## config.mk

```make
export PLATFORM = sky130hd
export DESIGN_NAME = mem_port_arbiter_flat
export DESIGN_NICKNAME = d
export VERILOG_FILES = /design/src/rtl/mem_port_arbiter_if.sv /design/src/rtl/mem_port_arbiter.sv /design/src/flat_wrapper.sv
export SDC_FILE = /design/constraint.sdc
export NUM_CORES = 1
export LEC_CHECK = 0
export BUFFER_PORTS_ARGS = -buffer_cell sky130_fd_sc_hd__clkbuf_2
export CAP_MARGIN = 20
export CORE_AREA = 4 4 104 106
export DETAILED_ROUTE_END_ITERATION = 12
export DIE_AREA = 0 0 108 110
export GPL_TIMING_DRIVEN = 0
export PLACE_DENSITY = 0.7
export SLEW_MARGIN = 20
export SYNTH_ARGS = -nofsm -noshare
export SYNTH_HDL_FRONTEND = slang
export SYNTH_SLANG_ARGS = --single-unit
```

## constraint.sdc

```tcl
create_clock -name clock_i -period 4.5 [get_ports clock_i]
set_input_delay 0.675 -clock clock_i [delete_from_list [all_inputs] [get_ports clock_i]]
set_output_delay 0.675 -clock clock_i [all_outputs]
set_load 0.03 [all_outputs]
```

## src/rtl/mem_port_arbiter_if.sv

```systemverilog
// Bundle of requester, memory-port and response signals for mem_port_arbiter.
// master drives requests and memory responses; slave is the arbiter side.
interface mem_port_arbiter_if #(
  parameter int XLEN = 32
);
  logic            if_req_i;
  logic [XLEN-1:0] if_addr_i;
  logic            if_stall_o;
  logic            if_rvalid_o;
  logic [XLEN-1:0] if_rdata_o;
  logic            d_req_i;
  logic [XLEN-1:0] d_addr_i;
  logic [XLEN-1:0] d_wdata_i;
  logic [1:0]      d_size_i;
  logic            d_wen_i;
  logic            d_stall_o;
  logic            d_rvalid_o;
  logic [XLEN-1:0] d_rdata_o;
  logic            mem_req_o;
  logic [XLEN-1:0] mem_addr_o;
  logic [XLEN-1:0] mem_wdata_o;
  logic [1:0]      mem_size_o;
  logic            mem_wen_o;
  logic            mem_gnt_i;
  logic            mem_rvalid_i;
  logic [XLEN-1:0] mem_rdata_i;

  modport master (
    output if_req_i, if_addr_i,
    output d_req_i, d_addr_i, d_wdata_i,
    output d_size_i, d_wen_i,
    output mem_gnt_i, mem_rvalid_i,
    output mem_rdata_i,
    input  if_stall_o, if_rvalid_o,
    input  if_rdata_o,
    input  d_stall_o, d_rvalid_o, d_rdata_o,
    input  mem_req_o, mem_addr_o,
    input  mem_wdata_o, mem_size_o,
    input  mem_wen_o
  );

  modport slave (
    input  if_req_i, if_addr_i,
    input  d_req_i, d_addr_i, d_wdata_i,
    input  d_size_i, d_wen_i,
    input  mem_gnt_i, mem_rvalid_i,
    input  mem_rdata_i,
    output if_stall_o, if_rvalid_o,
    output if_rdata_o,
    output d_stall_o, d_rvalid_o, d_rdata_o,
    output mem_req_o, mem_addr_o,
    output mem_wdata_o, mem_size_o,
    output mem_wen_o
  );
endinterface

```

## src/rtl/mem_port_arbiter.sv

```systemverilog
// Shares one memory port between fetch and data requesters; data has
// fixed priority, one outstanding transaction, per-requester stall and
// rvalid. Ports: clock_i, nreset_i (async low), bus (slave modport).
// Optional macro ARB_STARVE_GUARD_EN: after STARVE_LIMIT data grants
// made while fetch waits, the next arbitration goes to fetch.
module mem_port_arbiter #(
  parameter int XLEN         = 32,
  parameter int STARVE_LIMIT = 4
) (
  input logic               clock_i,
  input logic               nreset_i,
  mem_port_arbiter_if.slave bus
);

  typedef enum logic [1:0] {
    IDLE   = 2'd0,
    WAIT_D = 2'd1,
    WAIT_I = 2'd2
  } state_t;

  state_t          state;
  logic            if_rvalid_q;
  logic            d_rvalid_q;
  logic [XLEN-1:0] if_rdata_q;
  logic [XLEN-1:0] d_rdata_q;

  logic is_idle;
  logic force_i;
  logic pick_d;
  logic pick_i;

  assign is_idle = (state == IDLE);

`ifdef ARB_STARVE_GUARD_EN
  localparam int CW = $clog2(STARVE_LIMIT + 1);
  localparam logic [CW-1:0] LIM = CW'(STARVE_LIMIT);

  logic [CW-1:0] starve_cnt;

  // Fetch is only forced when it is actually waiting.
  assign force_i = bus.if_req_i &
                   (starve_cnt == LIM);

  always_ff @(posedge clock_i or negedge nreset_i) begin
    if (!nreset_i) begin
      starve_cnt <= '0;
    end else if (is_idle && bus.mem_gnt_i) begin
      if (pick_i) begin
        starve_cnt <= '0;
      end else if (pick_d && bus.if_req_i &&
                   starve_cnt != LIM) begin
        starve_cnt <= starve_cnt + 1'b1;
      end
    end
  end
`else
  logic unused_starve_limit;
  assign unused_starve_limit = (STARVE_LIMIT != 0);
  assign force_i = 1'b0;
`endif

  assign pick_d = is_idle & bus.d_req_i & ~force_i;
  assign pick_i = is_idle & bus.if_req_i & ~pick_d;

  // Request fields go out combinationally while IDLE only.
  always_comb begin
    bus.mem_req_o   = 1'b0;
    bus.mem_addr_o  = '0;
    bus.mem_wdata_o = '0;
    bus.mem_size_o  = 2'd0;
    bus.mem_wen_o   = 1'b0;
    unique case (1'b1)
      pick_d: begin
        bus.mem_req_o   = 1'b1;
        bus.mem_addr_o  = bus.d_addr_i;
        bus.mem_wdata_o = bus.d_wdata_i;
        bus.mem_size_o  = bus.d_size_i;
        bus.mem_wen_o   = bus.d_wen_i;
      end
      pick_i: begin
        bus.mem_req_o  = 1'b1;
        bus.mem_addr_o = bus.if_addr_i;
        bus.mem_size_o = 2'd2;
      end
      default: ;
    endcase
  end

  always_ff @(posedge clock_i or negedge nreset_i) begin
    if (!nreset_i) begin
      state       <= IDLE;
      if_rvalid_q <= 1'b0;
      d_rvalid_q  <= 1'b0;
      if_rdata_q  <= '0;
      d_rdata_q   <= '0;
    end else begin
      if_rvalid_q <= 1'b0;
      d_rvalid_q  <= 1'b0;
      unique case (state)
        IDLE: begin
          if (bus.mem_gnt_i && pick_d) begin
            state <= WAIT_D;
          end else if (bus.mem_gnt_i && pick_i) begin
            state <= WAIT_I;
          end
        end
        WAIT_D: begin
          if (bus.mem_rvalid_i) begin
            d_rdata_q  <= bus.mem_rdata_i;
            d_rvalid_q <= 1'b1;
            state      <= IDLE;
          end
        end
        WAIT_I: begin
          if (bus.mem_rvalid_i) begin
            if_rdata_q  <= bus.mem_rdata_i;
            if_rvalid_q <= 1'b1;
            state       <= IDLE;
          end
        end
        default: state <= IDLE;
      endcase
    end
  end

  assign bus.if_rvalid_o = if_rvalid_q;
  assign bus.d_rvalid_o  = d_rvalid_q;
  assign bus.if_rdata_o  = if_rdata_q;
  assign bus.d_rdata_o   = d_rdata_q;
  assign bus.if_stall_o  = bus.if_req_i & ~if_rvalid_q;
  assign bus.d_stall_o   = bus.d_req_i & ~d_rvalid_q;

endmodule
```

## src/flat_wrapper.sv

```systemverilog
// flat-port wrapper written by rule: the top's interface ports become plain ports
module mem_port_arbiter_flat 
#(
  parameter int XLEN         = 32,
  parameter int STARVE_LIMIT = 4
)
  (clock_i, nreset_i, bus_if_req_i, bus_if_addr_i, bus_d_req_i, bus_d_addr_i, bus_d_wdata_i, bus_d_size_i, bus_d_wen_i, bus_mem_gnt_i, bus_mem_rvalid_i, bus_mem_rdata_i, bus_if_stall_o, bus_if_rvalid_o, bus_if_rdata_o, bus_d_stall_o, bus_d_rvalid_o, bus_d_rdata_o, bus_mem_req_o, bus_mem_addr_o, bus_mem_wdata_o, bus_mem_size_o, bus_mem_wen_o);
  mem_port_arbiter_if #(.XLEN(XLEN)) bus_i ();
  input logic clock_i;
  input logic nreset_i;
  input wire logic [$bits(bus_i.if_req_i)-1:0] bus_if_req_i;
  input wire logic [$bits(bus_i.if_addr_i)-1:0] bus_if_addr_i;
  input wire logic [$bits(bus_i.d_req_i)-1:0] bus_d_req_i;
  input wire logic [$bits(bus_i.d_addr_i)-1:0] bus_d_addr_i;
  input wire logic [$bits(bus_i.d_wdata_i)-1:0] bus_d_wdata_i;
  input wire logic [$bits(bus_i.d_size_i)-1:0] bus_d_size_i;
  input wire logic [$bits(bus_i.d_wen_i)-1:0] bus_d_wen_i;
  input wire logic [$bits(bus_i.mem_gnt_i)-1:0] bus_mem_gnt_i;
  input wire logic [$bits(bus_i.mem_rvalid_i)-1:0] bus_mem_rvalid_i;
  input wire logic [$bits(bus_i.mem_rdata_i)-1:0] bus_mem_rdata_i;
  output wire logic [$bits(bus_i.if_stall_o)-1:0] bus_if_stall_o;
  output wire logic [$bits(bus_i.if_rvalid_o)-1:0] bus_if_rvalid_o;
  output wire logic [$bits(bus_i.if_rdata_o)-1:0] bus_if_rdata_o;
  output wire logic [$bits(bus_i.d_stall_o)-1:0] bus_d_stall_o;
  output wire logic [$bits(bus_i.d_rvalid_o)-1:0] bus_d_rvalid_o;
  output wire logic [$bits(bus_i.d_rdata_o)-1:0] bus_d_rdata_o;
  output wire logic [$bits(bus_i.mem_req_o)-1:0] bus_mem_req_o;
  output wire logic [$bits(bus_i.mem_addr_o)-1:0] bus_mem_addr_o;
  output wire logic [$bits(bus_i.mem_wdata_o)-1:0] bus_mem_wdata_o;
  output wire logic [$bits(bus_i.mem_size_o)-1:0] bus_mem_size_o;
  output wire logic [$bits(bus_i.mem_wen_o)-1:0] bus_mem_wen_o;
  assign bus_i.if_req_i = bus_if_req_i;
  assign bus_i.if_addr_i = bus_if_addr_i;
  assign bus_i.d_req_i = bus_d_req_i;
  assign bus_i.d_addr_i = bus_d_addr_i;
  assign bus_i.d_wdata_i = bus_d_wdata_i;
  assign bus_i.d_size_i = bus_d_size_i;
  assign bus_i.d_wen_i = bus_d_wen_i;
  assign bus_i.mem_gnt_i = bus_mem_gnt_i;
  assign bus_i.mem_rvalid_i = bus_mem_rvalid_i;
  assign bus_i.mem_rdata_i = bus_mem_rdata_i;
  assign bus_if_stall_o = bus_i.if_stall_o;
  assign bus_if_rvalid_o = bus_i.if_rvalid_o;
  assign bus_if_rdata_o = bus_i.if_rdata_o;
  assign bus_d_stall_o = bus_i.d_stall_o;
  assign bus_d_rvalid_o = bus_i.d_rvalid_o;
  assign bus_d_rdata_o = bus_i.d_rdata_o;
  assign bus_mem_req_o = bus_i.mem_req_o;
  assign bus_mem_addr_o = bus_i.mem_addr_o;
  assign bus_mem_wdata_o = bus_i.mem_wdata_o;
  assign bus_mem_size_o = bus_i.mem_size_o;
  assign bus_mem_wen_o = bus_i.mem_wen_o;
  mem_port_arbiter #(.XLEN(XLEN), .STARVE_LIMIT(STARVE_LIMIT)) u_core (.clock_i(clock_i), .nreset_i(nreset_i), .bus(bus_i));
endmodule
```

==> summary.md <==
| Metric | Value |
|---|---|
| Status | completed |
| Via count | 3133 |
| First-pass GRT wire length | 16300 um |
| Synthesis-to-layout area growth | 53.1% |
| DRC Markers | 0 |
| Hold-fix buffers, CTS | 0 |
| Worst slew pin tran | 0.404 ns |
| Max Freq | ~370 MHz |
| Largest net degree at the start of global routing | 42 |
| Initial antenna violation count | 0 |
| Post-synthesis sequential area ratio | 52.8% |
| Fillers | roughly 930 |
| Reg clk slew, reported paths | 0.07 ns |
| Post-layout min period | 2.69 ns |
| Max Cap Viol | 0 |
| Vias in the first global route | 3272 |
| Power share of the clock group | 11.2% |
| Initial Util | 33.0% |
| Share of layout cells above drive strength 1 | 68.9% |
| Vias per inst | around 4.7 |
| Post-synth top area share | 52.8% |
| CP Class | reg -> out |
| Drt pass-1 iters | 4 |
| TritonCTS buffer count | 9 |
| Wire per inst | between 15 and 20 um |
| Synthesis-stage register bit count | around 70 |
| Slew Limit Fails | 0 |
| Root buffer cell | clkbuf_8 |
| CTS tree | yes |
| Yosys warnings | 0 |
| Worst path required time | 3.83 ns |
| Num ports | 273 |
| GP Congestion | 0.780 |
| Min setup slack post-route | 1.81 ns |
| Max-slew headroom | around 73% |
| Dpl hpwl | 9400 um |
| GR Overflow Total | 0 |
| Antenna-violating nets left | 0 |
| Top-count cell post-synth | dfrtp_1 |
| Longest Clk Path Bufs | 2 |
| Net switching fraction of the power | 49.5% |
| Critical path's top delay family | buffers and inverters |
| Reg power frac | 28.5% |
| Port bufs | between 200 and 300 |
| Worst R2R Path Depth | 5 |
| Worst Skew | 0.00590 ns |
| Crit path max fanout | 10 |
| Critical path buffers and inverters | 4 |
| R2R Path Start | u_core.state[0]$_DFFE_PN0P_ |
| Worst hold-check path type | in -> async |
| H-tree levels | 3 |
| Logic pwr share | between 60% and 70% |
| Most used flip-flop cell after synthesis | dfrtp_1 |
| # Post-CTS Setup Buffers | 0 |
| Final nets | 668 |
| Row count | 36 |
| CP Launch Type | flop |
| Int Power | between 1.5 and 2 mW |
| Switching power | approximately 1.9 mW |
| Routed WL | 11400 um |
| Worst Setup Slack post-DPL | 2.07 ns |
| Worst-Skew Late Latency | 0.34 ns |
| Core area | 9770 um^2 |
| Dominant cells by area after synthesis | dfrtp_1, mux2_2, a22o_1, and3_1, buf_8 |
| Slowest cell delay on critical path | 0.39 ns |
| Post-synth EDFFs | 0 |
| Width of the chip | 108 um |
| Critical path's slowest cell | dfrtp_1 |
| Synth Cell Area | between 3000 and 4000 um^2 |
| Worst reg2reg setup slack | approximately 2.9 ns |
| Crit. Startpoint | u_core.state[0]$_DFFE_PN0P_ |
| # clock sinks | 68 |
| Final period util | 59.8% |
| Critical Path Stages | 7 |
| Syn Area/Cell | about 13 um^2 |
| Critical path cell sequence | inv_1 > ha_1 > and2_1 > buf_6 > buf_4 > a22o_1 > clkbuf_2 |
| Synthesized netlist cell count | 244 |
| Area leader, netlist | dfrtp_1 |
| PostCTS Resize Cnt | 0 |
| Post-synth cell types | 21 |
| Async SR Flop Fraction | 100% |
| Setup crit end kind | output port |
| Die ar. | around 12000 um^2 |
| Initial drt markers | 133 |
| Die Span Y | approximately 110 um |
| Static leakage | 2.82 nW |
| Reg-to-reg critical path endpoint | u_core.bus.if_rdata_o[4]$_DFFE_PN0P_ |
| Final setup violation count | 0 |
| Ant. Diodes | 0 |
| Post-Syn Nets | ~380 |
| Final hold vios | 0 |
| PwrDens | 770 nW/um^2 |
| Critical path arrival | 2.01 ns |
| VDD IR max | about 440 uV |
| TNS Setup | 0 ns |
| Top post-synthesis cells by count | dfrtp_1, mux2_2, and3_1 |
| Setup crit end | bus_mem_addr_o[25] |
| Gr usage total | 17.8% |
| RSZ-0062 raised after global routing | false |
[logic make-up (layout without fill, tap and decap cells)]
kind of cell	Yosys count	after routing	share of synthesized area (%)
AOI/OAI and AO/OA	37	37	9.86
adders and majority gates	3	3	1.16
muxes	64	64	22.4
and+or+nand+nor	46	46	8.69
DFF	68	68	52.8
buffers and inverters	26	315	5.16
[flip-flops by register name, indices dropped and copies added, names as in the netlist]
name                    count
u_core.bus.d_rdata_o       32
u_core.bus.if_rvalid_o      1
u_core.bus.if_rdata_o      32
u_core.state                2
u_core.bus.d_rvalid_o       1
[power by group through the flow]
stage / sequential [mW] / clock (mW) / combinational [mW]
CTS: 1.09 / 0.446 / 2.32
global route: 1.12 / 0.476 / 2.43
global placement: 1.07 / 0 / 2.28
finish: 1.08 / 0.427 / 2.29
detailed placement: 1.09 / 0 / 2.31
floorplan: 1.67 / 0 / 1.01
[metrics by stage]
step | hold slack [ns] | instance area (um^2) | power (mW) | std cells | util, %
2_1_floorplan | 0.379 | 3220 | 2.67 | 244 | -
5_1_grt | 0.298 | 4940 | 4.02 | 666 | 50.5
4_1_cts | 0.282 | 4940 | 3.85 | 666 | 50.5
6_report | 0.289 | 4940 | 3.80 | 666 | 50.5
3_3_place_gp | 0.488 | 4750 | 3.35 | 649 | 48.6
3_5_place_dp | 0.493 | 4770 | 3.41 | 650 | 48.8
[worst reg2reg max path, stage by stage (launching register included)]
cell and delay, ns:
dfrtp_1 0.39, inv_1 0.09, ha_1 0.21, nand2_2 0.15, buf_2 0.30, mux2_2 0.38
[cell type report]
| cell class | count | area [um^2] | share of cell area [%] |
|---|---|---|---|
| Clock inverter | 2 | 10.0 | 0.203 |
| Tap cell | 133 | 166 | 3.37 |
| Sequential cell | 68 | 1700 | 34.5 |
| Inverter | 5 | 18.8 | 0.380 |
| Clock buffer | 14 | 153 | 3.09 |
| Multi-Input combinational cell | 150 | 1360 | 27.5 |
| Timing Repair Buffer | 273 | 1380 | 28.0 |
| Buffer | 21 | 148 | 2.99 |
[worst min-delay path by stage]
stage                                                       end  cells past startpoint
after floorplan             u_core.bus.d_rdata_o[0]$_DFFE_PN0P_                      0
after global placement     u_core.bus.if_rdata_o[0]$_DFFE_PN0P_                      1
after detailed placement  u_core.bus.if_rdata_o[28]$_DFFE_PN0P_                      1
after CTS                  u_core.bus.d_rdata_o[31]$_DFFE_PN0P_                      1
after global routing       u_core.bus.d_rdata_o[31]$_DFFE_PN0P_                      1
final                     u_core.bus.if_rdata_o[12]$_DFFE_PN0P_                      1
[layer usage]
| layer | part of all wire [%] | vias up | GRT usage [%] |
|---|---|---|---|
| met1 | 35 | 1517 | 17.8 |
| li1 | - | 1454 | - |
| met3 | 11 | 14 | 7.11 |
| met2 | 53 | 148 | 33.3 |
| met5 | 0 | - | 0 |
| met4 | 1.6 | 0 | 6.31 |
[layout by cell type (no fill, tap or decap), types with 3 or more instances in the layout]
cell	count
clkbuf_8	10
buf_4	3
clkbuf_2	271
a22o_1	32
and3_1	34
dfrtp_1	68
mux2_2	64
inv_1	5
clkbuf_1	10
buf_8	3
nor2b_1	3
ha_1	3
buf_2	7
Power figures use the tool's default switching activity.
